<file path="src/rtl/control_sequencer.sv">
// T-state control sequencer: fetch/decode/execute strobes for the bus-select encoder.
// Outputs are decoded from the registered state; DEC latches the instruction fields.
module control_sequencer #(
    parameter int REG_COUNT    = 16,
    parameter int OPCODE_W     = 5,
    parameter int MEM_WAIT_MAX = 255
) (
    input  logic                 clock,
    input  logic                 clear,
    input  logic                 run,
    input  logic [31:0]          ir,
    input  logic                 mem_ready,
    output logic [REG_COUNT-1:0] r_out,
    output logic                 pc_out,
    output logic                 zlo_out,
    output logic                 mdr_out,
    output logic                 c_out,
    output logic                 pc_in,
    output logic                 mar_in,
    output logic                 mdr_in,
    output logic                 ir_in,
    output logic                 y_in,
    output logic                 z_in,
    output logic [REG_COUNT-1:0] r_in,
    output logic                 inc_pc,
    output logic [4:0]           alu_op,
    output logic                 mem_read,
    output logic                 mem_write,
    output logic                 busy,
    output logic                 illegal,
    output logic                 mem_fault
);

    localparam int CW = $clog2(MEM_WAIT_MAX + 1);

    typedef enum logic [3:0] {
        S_IDLE, S_F0, S_F1, S_F2, S_F3, S_DEC,
        S_E0, S_E1, S_E2, S_E3, S_E4, S_HALT
    } state_t;

    typedef enum logic [1:0] {K_R, K_IMM, K_LD, K_ST} kind_t;

    state_t              state, state_nx, fetch_nx;
    kind_t               kind, kind_nx;
    logic [4:0]          aop, aop_nx;
    logic [3:0]          ra, rb, rc, ra_nx, rb_nx, rc_nx;
    logic [CW-1:0]       wcnt, wcnt_nx;
    logic                fault_nx, in_wait;
    logic [OPCODE_W-1:0] opc;
    logic                is_r, is_imm, is_ld, is_st, is_halt, is_nop, legal;
    logic                unused_ir;

    assign opc       = ir[31 -: OPCODE_W];
    assign unused_ir = ^ir[14:0];

    assign is_r    = (opc >= OPCODE_W'(3)) && (opc <= OPCODE_W'(10));
    assign is_imm  = (opc >= OPCODE_W'(12)) && (opc <= OPCODE_W'(14));
    assign is_ld   = (opc == OPCODE_W'(0));
    assign is_st   = (opc == OPCODE_W'(2));
    assign is_nop  = (opc == OPCODE_W'(26));
    assign is_halt = (opc == OPCODE_W'(27));
    assign legal   = is_r | is_imm | is_ld | is_st | is_nop | is_halt;

    function automatic logic [REG_COUNT-1:0] onehot(input logic [3:0] idx);
        onehot      = '0;
        onehot[idx] = 1'b1;
    endfunction

    always_ff @(posedge clock) begin
        if (clear) begin
            state     <= S_IDLE;
            kind      <= K_R;
            aop       <= '0;
            ra        <= '0;
            rb        <= '0;
            rc        <= '0;
            wcnt      <= '0;
            mem_fault <= 1'b0;
        end else begin
            state     <= state_nx;
            kind      <= kind_nx;
            aop       <= aop_nx;
            ra        <= ra_nx;
            rb        <= rb_nx;
            rc        <= rc_nx;
            wcnt      <= wcnt_nx;
            mem_fault <= fault_nx;
        end
    end

    always_comb begin
        state_nx = state;
        kind_nx  = kind;
        aop_nx   = aop;
        ra_nx    = ra;
        rb_nx    = rb;
        rc_nx    = rc;
        wcnt_nx  = wcnt;
        fault_nx = mem_fault;
        fetch_nx = run ? S_F0 : S_IDLE;
        in_wait  = (state == S_F2)
                || (state == S_E3 && kind == K_LD)
                || (state == S_E4 && kind == K_ST);
        case (state)
            S_IDLE: if (run) state_nx = S_F0;
            S_F0:   state_nx = S_F1;
            S_F1:   state_nx = S_F2;
            S_F3:   state_nx = S_DEC;
            S_DEC: begin
                ra_nx  = ir[26:23];
                rb_nx  = ir[22:19];
                rc_nx  = ir[18:15];
                aop_nx = 5'd3;
                unique case (1'b1)
                    is_r: begin
                        kind_nx  = K_R;
                        aop_nx   = 5'(opc);
                        state_nx = S_E0;
                    end
                    is_imm: begin
                        kind_nx  = K_IMM;
                        aop_nx   = (opc == OPCODE_W'(12)) ? 5'd3 :
                                   (opc == OPCODE_W'(13)) ? 5'd5 : 5'd6;
                        state_nx = S_E0;
                    end
                    is_ld: begin
                        kind_nx  = K_LD;
                        state_nx = S_E0;
                    end
                    is_st: begin
                        kind_nx  = K_ST;
                        state_nx = S_E0;
                    end
                    is_halt: state_nx = S_HALT;
                    default: state_nx = fetch_nx;
                endcase
            end
            S_E0: state_nx = S_E1;
            S_E1: state_nx = S_E2;
            S_E2: state_nx = (kind == K_R || kind == K_IMM) ? fetch_nx : S_E3;
            S_E3: if (kind == K_ST) state_nx = S_E4;
            S_E4: if (kind == K_LD) state_nx = fetch_nx;
            default: ;
        endcase
        // Memory wait states share one counter and one timeout path.
        if (in_wait) begin
            if (mem_ready) begin
                wcnt_nx  = '0;
                state_nx = (state == S_F2) ? S_F3 :
                           (state == S_E3) ? S_E4 : fetch_nx;
            end else if (wcnt == CW'(MEM_WAIT_MAX - 1)) begin
                wcnt_nx  = '0;
                fault_nx = 1'b1;
                state_nx = S_HALT;
            end else begin
                wcnt_nx  = wcnt + 1'b1;
            end
        end
    end

    always_comb begin
        r_out     = '0;
        pc_out    = 1'b0;
        zlo_out   = 1'b0;
        mdr_out   = 1'b0;
        c_out     = 1'b0;
        pc_in     = 1'b0;
        mar_in    = 1'b0;
        mdr_in    = 1'b0;
        ir_in     = 1'b0;
        y_in      = 1'b0;
        z_in      = 1'b0;
        r_in      = '0;
        inc_pc    = 1'b0;
        alu_op    = '0;
        mem_read  = 1'b0;
        mem_write = 1'b0;
        illegal   = 1'b0;
        busy      = (state != S_IDLE) && (state != S_HALT);
        case (state)
            S_F0: begin
                pc_out = 1'b1;
                mar_in = 1'b1;
                inc_pc = 1'b1;
                z_in   = 1'b1;
            end
            S_F1: begin
                zlo_out = 1'b1;
                pc_in   = 1'b1;
            end
            S_F2: begin
                mem_read = 1'b1;
                mdr_in   = 1'b1;
            end
            S_F3: begin
                mdr_out = 1'b1;
                ir_in   = 1'b1;
            end
            S_DEC: illegal = !legal;
            S_E0: begin
                r_out = onehot(rb);
                y_in  = 1'b1;
            end
            S_E1: begin
                if (kind == K_R) r_out = onehot(rc);
                else             c_out = 1'b1;
                z_in   = 1'b1;
                alu_op = aop;
            end
            S_E2: begin
                zlo_out = 1'b1;
                if (kind == K_R || kind == K_IMM) r_in = onehot(ra);
                else                              mar_in = 1'b1;
            end
            S_E3: begin
                mdr_in = 1'b1;
                if (kind == K_LD) mem_read = 1'b1;
                else              r_out = onehot(ra);
            end
            S_E4: begin
                if (kind == K_LD) begin
                    mdr_out = 1'b1;
                    r_in    = onehot(ra);
                end else begin
                    mem_write = 1'b1;
                end
            end
            default: ;
        endcase
    end

endmodule
</file>
<file path="config.mk">
export PLATFORM = sky130hd
export DESIGN_NAME = control_sequencer
export DESIGN_NICKNAME = d
export VERILOG_FILES = /design/src/rtl/control_sequencer.sv
export SDC_FILE = /design/constraint.sdc
export NUM_CORES = 1
export LEC_CHECK = 0
export BUFFER_PORTS_ARGS = -buffer_cell sky130_fd_sc_hd__buf_2
export CORE_MARGIN = 3
export CORE_UTILIZATION = 46
export DETAILED_ROUTE_END_ITERATION = 10
export PLACE_DENSITY = 0.86
export SYNTH_ARGS = -nofsm -noshare
export SYNTH_HDL_FRONTEND = slang
export SYNTH_SLANG_ARGS = --single-unit
</file>
<file path="constraint.sdc">
create_clock -name clock -period 1.6 [get_ports clock]
set_input_delay 0.24 -clock clock [delete_from_list [all_inputs] [get_ports clock]]
set_output_delay 0.24 -clock clock [all_outputs]
set_load 0.02 [all_outputs]
</file>
==> flow_summary.rst <==
.. list-table::
   :header-rows: 1

   * - Metric
     - Value
   * - Outcome
     - complete, but fails checks
   * - Failing checks
     - negative setup slack
   * - Share of async-settable or async-resettable flops after synthesis
     - 0
   * - Number of remaining DRC errors
     - 0
   * - Final number of setup-violating endpoints
     - 84
   * - Number of iterations in the first detailed-routing pass
     - 8
   * - Maximum frequency from static timing analysis
     - 0.435 GHz
   * - Count of synthesis-stage warnings from yosys
     - 0
   * - Layout Skew
     - 0.0167 ns
   * - Min cycle time layout
     - 2.30 ns
   * - Largest cells by area after synthesis
     - sky130_fd_sc_hd__dfxtp_1 (25%), sky130_fd_sc_hd__nor2_1 (7.6%), sky130_fd_sc_hd__nand2_1 (7.3%)
   * - CTS sink cnt
     - 32
   * - 1st-iter DRT viols
     - 660
   * - Residual overflow from global routing
     - 0
   * - Floorplan die area
     - 0.00643 mm^2
   * - Weighted congestion reported at the end of routability-driven placement
     - about 0.9
   * - Fraction of layout cells with a size suffix above 1
     - 0.602
   * - Total clock buffers created by CTS
     - 5
   * - Pwr per Cell Area
     - 528 mW/mm^2
   * - Sequential cell fraction of total power
     - 0.319
   * - H-tree levels
     - 2
   * - Syn Std Cell Area
     - 0.00253 mm^2
   * - Worst endpoint data arrival time
     - just over 2 ns
   * - Max capacitance violation total
     - 0
   * - Tot GR Track Use
     - 0.296
   * - Final setup margin
     - -0.697 ns
   * - Setup tns final
     - -32.28 ns
   * - Maximum number of pins on one net before global-route repair
     - 31
   * - Biggest cell delay along the critical path
     - between 0.3 and 0.4 ns
   * - Wire length of the first global-routing pass
     - 15.0 mm
   * - Standard-cell rows
     - 26
   * - List of cells traversed by the critical path
     - buf_12, nand3b_1, o21ai_2, and3_4, nand3b_1, buf_4, nor2_4, buf_6
   * - Vias per cell
     - 7.09
   * - Slew at the pin with the worst max-slew slack
     - 0.797 ns
   * - Total power consumption of the routed design
     - 2.65 mW
   * - Total of flip-flops plus latches after synthesis
     - 32
   * - Via count
     - between 4000 and 5000
   * - Slew HR
     - 0.469
   * - Growth of design area from synthesis to finish
     - 97.8%
   * - Endpoint required time on the critical path
     - 1.36 ns
   * - RSZ-0062 raised after global routing
     - true
   * - Final Max Slew Viols
     - 0
   * - CP max-delay cell
     - sky130_fd_sc_hd__dfxtp_2
   * - Startpoint kind of the worst setup timing path
     - flop
   * - Share of the core filled with cells in the final layout
     - 0.963
   * - Vias in the first global route
     - approximately 3100
   * - Area share of and/or/nand/nor cells after synthesis
     - 0.393
   * - Number of hold-slack violations in the final timing report
     - 0
   * - Share of the clock period used by the worst path after layout
     - 1.44
   * - Clock latency on the worst-skew pair
     - a little over 0.3 ns
   * - Sequential fraction of the synthesis area
     - 0.253
   * - Most frequent cells in the layout
     - sky130_fd_sc_hd__buf_4 (81), sky130_fd_sc_hd__buf_6 (58), sky130_fd_sc_hd__nand2_1 (38)
   * - Number of I/O pins
     - between 80 and 90
   * - Most common cell on crit path
     - sky130_fd_sc_hd__nand3b_1
   * - Post-synthesis instance total
     - about 370
   * - Clk pin slew, worst setup/hold paths
     - 0.08 ns
   * - Fill cells
     - 101
   * - Reported net switching power
     - approximately 0.97 mW
   * - Endpoint class of the critical path
     - primary output
   * - Number of synthesized flops with an enable pin
     - 0
   * - Commonest non-fill, non-tap cell in the layout
     - sky130_fd_sc_hd__buf_4
   * - P_int
     - approximately 1.7 mW
   * - WL final
     - 16.2 mm
   * - Detailed placer's ending HPWL
     - about 6.3 mm
   * - Worst VDD drop
     - 661 uV
   * - Worst hold margin
     - 0.188 ns
   * - Die span in y
     - 80.2 um
   * - Wire per inst
     - 27.4 um
   * - Clk root buf
     - sky130_fd_sc_hd__clkbuf_8
   * - NumNets Final
     - 560
   * - Synthesized-area fraction occupied by xor and xnor cells
     - 0.0277
   * - Top FF cell, synth
     - sky130_fd_sc_hd__dfxtp_1
   * - Switching share of power
     - 0.366
   * - Longest Clk Path Bufs
     - 2
   * - Combinational fraction of design power
     - 0.412
   * - Kind of critical path
     - reg2out
   * - Main combinational cell family by area after synthesis
     - simple AND/OR/NAND/NOR gates
   * - Portion of total power attributed to the clock network
     - 0.269
   * - Placement-stage worst setup slack
     - -0.250 ns
   * - Worst Path Max Fanout
     - 7
   * - Residual antenna-violating net count after detailed routing
     - 0
   * - Synthesized area per cell
     - 6.89 um^2
   * - Library cells used by synthesis
     - 57
   * - Placeable core area
     - 0.00520 mm^2
   * - Library cell with the largest summed area after synthesis
     - sky130_fd_sc_hd__dfxtp_1
   * - Count of input and output buffers
     - 73
   * - Final antenna diode count
     - 0
   * - Number of antenna violations at the first check in global routing
     - 0
   * - Post-CTS Hold Fix Bufs
     - 0
   * - Syn nets
     - 406
   * - Portion of synthesized cell area occupied by the leading cell type
     - 0.253
   * - Tightest Hold Check Type
     - in2reg
   * - Mux cell area share after synthesis
     - 0
   * - Complex-gate fraction of the synthesized area
     - 0.251
   * - Leakage power
     - approximately 2.0 nW
   * - Adder-cell share of the synthesized area
     - 0.00988
   * - Starting density of the core
     - 0.487
   * - Die W
     - 80.2 um
   * - TritonCTS clock tree
     - done
[power by group through the flow]
| stage | registers (mW) | clock network, mW | logic [mW] |
|---|---|---|---|
| 2_1_floorplan | 0.858 | 0 | 0.346 |
| 3_3_place_gp | 0.848 | 0 | 0.523 |
| 3_5_place_dp | 0.851 | 0 | 0.537 |
| 4_1_cts | 0.836 | 0.674 | 0.640 |
| 5_1_grt | 0.844 | 0.738 | 1.10 |
| 6_report | 0.845 | 0.712 | 1.09 |
[flip-flops by register name (all words and copies together) (netlist names)]
signal	flops
wcnt	8
aop	5
ra	4
rb	4
rc	4
state	4
kind	2
mem_fault	1
[Yosys cell counts, types with 2 or more instances]
| master | instances |
|---|---|
| sky130_fd_sc_hd__o22ai_1 | 2 |
| sky130_fd_sc_hd__nor2_1 | 51 |
| sky130_fd_sc_hd__and3_1 | 5 |
| sky130_fd_sc_hd__a221oi_1 | 2 |
| sky130_fd_sc_hd__and2_1 | 6 |
| sky130_fd_sc_hd__o31ai_1 | 3 |
| sky130_fd_sc_hd__dfxtp_1 | 32 |
| sky130_fd_sc_hd__a211oi_1 | 5 |
| sky130_fd_sc_hd__a221o_1 | 2 |
| sky130_fd_sc_hd__nor3_1 | 20 |
| sky130_fd_sc_hd__nand4_1 | 4 |
| sky130_fd_sc_hd__buf_1 | 2 |
| sky130_fd_sc_hd__a2111oi_0 | 2 |
| sky130_fd_sc_hd__clkbuf_1 | 17 |
| sky130_fd_sc_hd__a21o_1 | 4 |
| sky130_fd_sc_hd__buf_2 | 10 |
| sky130_fd_sc_hd__nor3b_2 | 3 |
| sky130_fd_sc_hd__xnor2_1 | 8 |
| sky130_fd_sc_hd__inv_1 | 7 |
| sky130_fd_sc_hd__a22oi_1 | 10 |
| sky130_fd_sc_hd__nand2_1 | 49 |
| sky130_fd_sc_hd__o21ai_1 | 8 |
| sky130_fd_sc_hd__nor4_1 | 4 |
| sky130_fd_sc_hd__or3_1 | 3 |
| sky130_fd_sc_hd__a21oi_1 | 27 |
| sky130_fd_sc_hd__a2111oi_2 | 3 |
| sky130_fd_sc_hd__nor2b_1 | 7 |
| sky130_fd_sc_hd__nand2b_1 | 15 |
| sky130_fd_sc_hd__nand3b_1 | 6 |
| sky130_fd_sc_hd__o2bb2ai_1 | 2 |
| sky130_fd_sc_hd__ha_1 | 2 |
| sky130_fd_sc_hd__o21ai_0 | 9 |
| sky130_fd_sc_hd__nor3b_1 | 4 |
| sky130_fd_sc_hd__nand3_1 | 11 |
[area by class of cell]
| cell class | count | area, um^2 | share of cell area |
|---|---|---|---|
| multi-input combinational | 298 | 2510 | 0.501 |
| timing repair buffer | 178 | 1640 | 0.328 |
| sequential | 32 | 653 | 0.130 |
| tap | 70 | 87.6 | 0.0175 |
| clock buffer | 8 | 90.1 | 0.0180 |
| inverter | 7 | 26.3 | 0.00524 |
[metrics by stage]
stage | cells | instance area, um^2
final | 593 | 5010
after global placement | 534 | 3470
after detailed placement | 534 | 3470
after global routing | 593 | 5010
after floorplan | 368 | 2770
after CTS | 550 | 3990
[path summary, 6_finish.rpt]
path             from       end  slack [ns]  cells past startpoint
max          state[1]   r_in[9]       -0.70                      8
min            ir[18]     rc[3]        0.19                      3
max reg2reg  state[1]  state[0]       -0.51                      8
min reg2reg    aop[4]    aop[4]        0.51                      1
[per-layer routing]
metal,track usage,vias to the layer above,part of all wire
met5,0,-,0
met4,0.125,0,0.092
met3,0.0460,184,0.13
met2,0.533,526,0.44
met1,0.344,1885,0.33
li1,-,1611,-
[worst max-delay path, delay by kind of cell, from the launching register on]
family | cells | cell delay, ns
compound gates | 1 | 0.10
buf+inv | 3 | 0.51
flops | 1 | 0.39
simple gates | 4 | 0.73
[cell families (layout without fill, tap and decap cells)]
kind of cell	Yosys count	count (layout)
xor gates and xnor gates	8	8
and+or+nand+nor	197	197
adders and majority gates	2	2
DFF	32	32
buffers and inverters	38	193
AOI/OAI and AO/OA	91	91
[what timing repair did]
| item | 4_1_cts | 5_1_grt |
|---|---|---|
| gates cloned | 0 | 3 |
| pin swaps | 17 | 57 |
| resized for setup | 97 | 176 |
| buffers inserted | 9 | 46 |
| endpoints found under the setup margin | 81 | 83 |
Power figures use the tool's default switching activity.
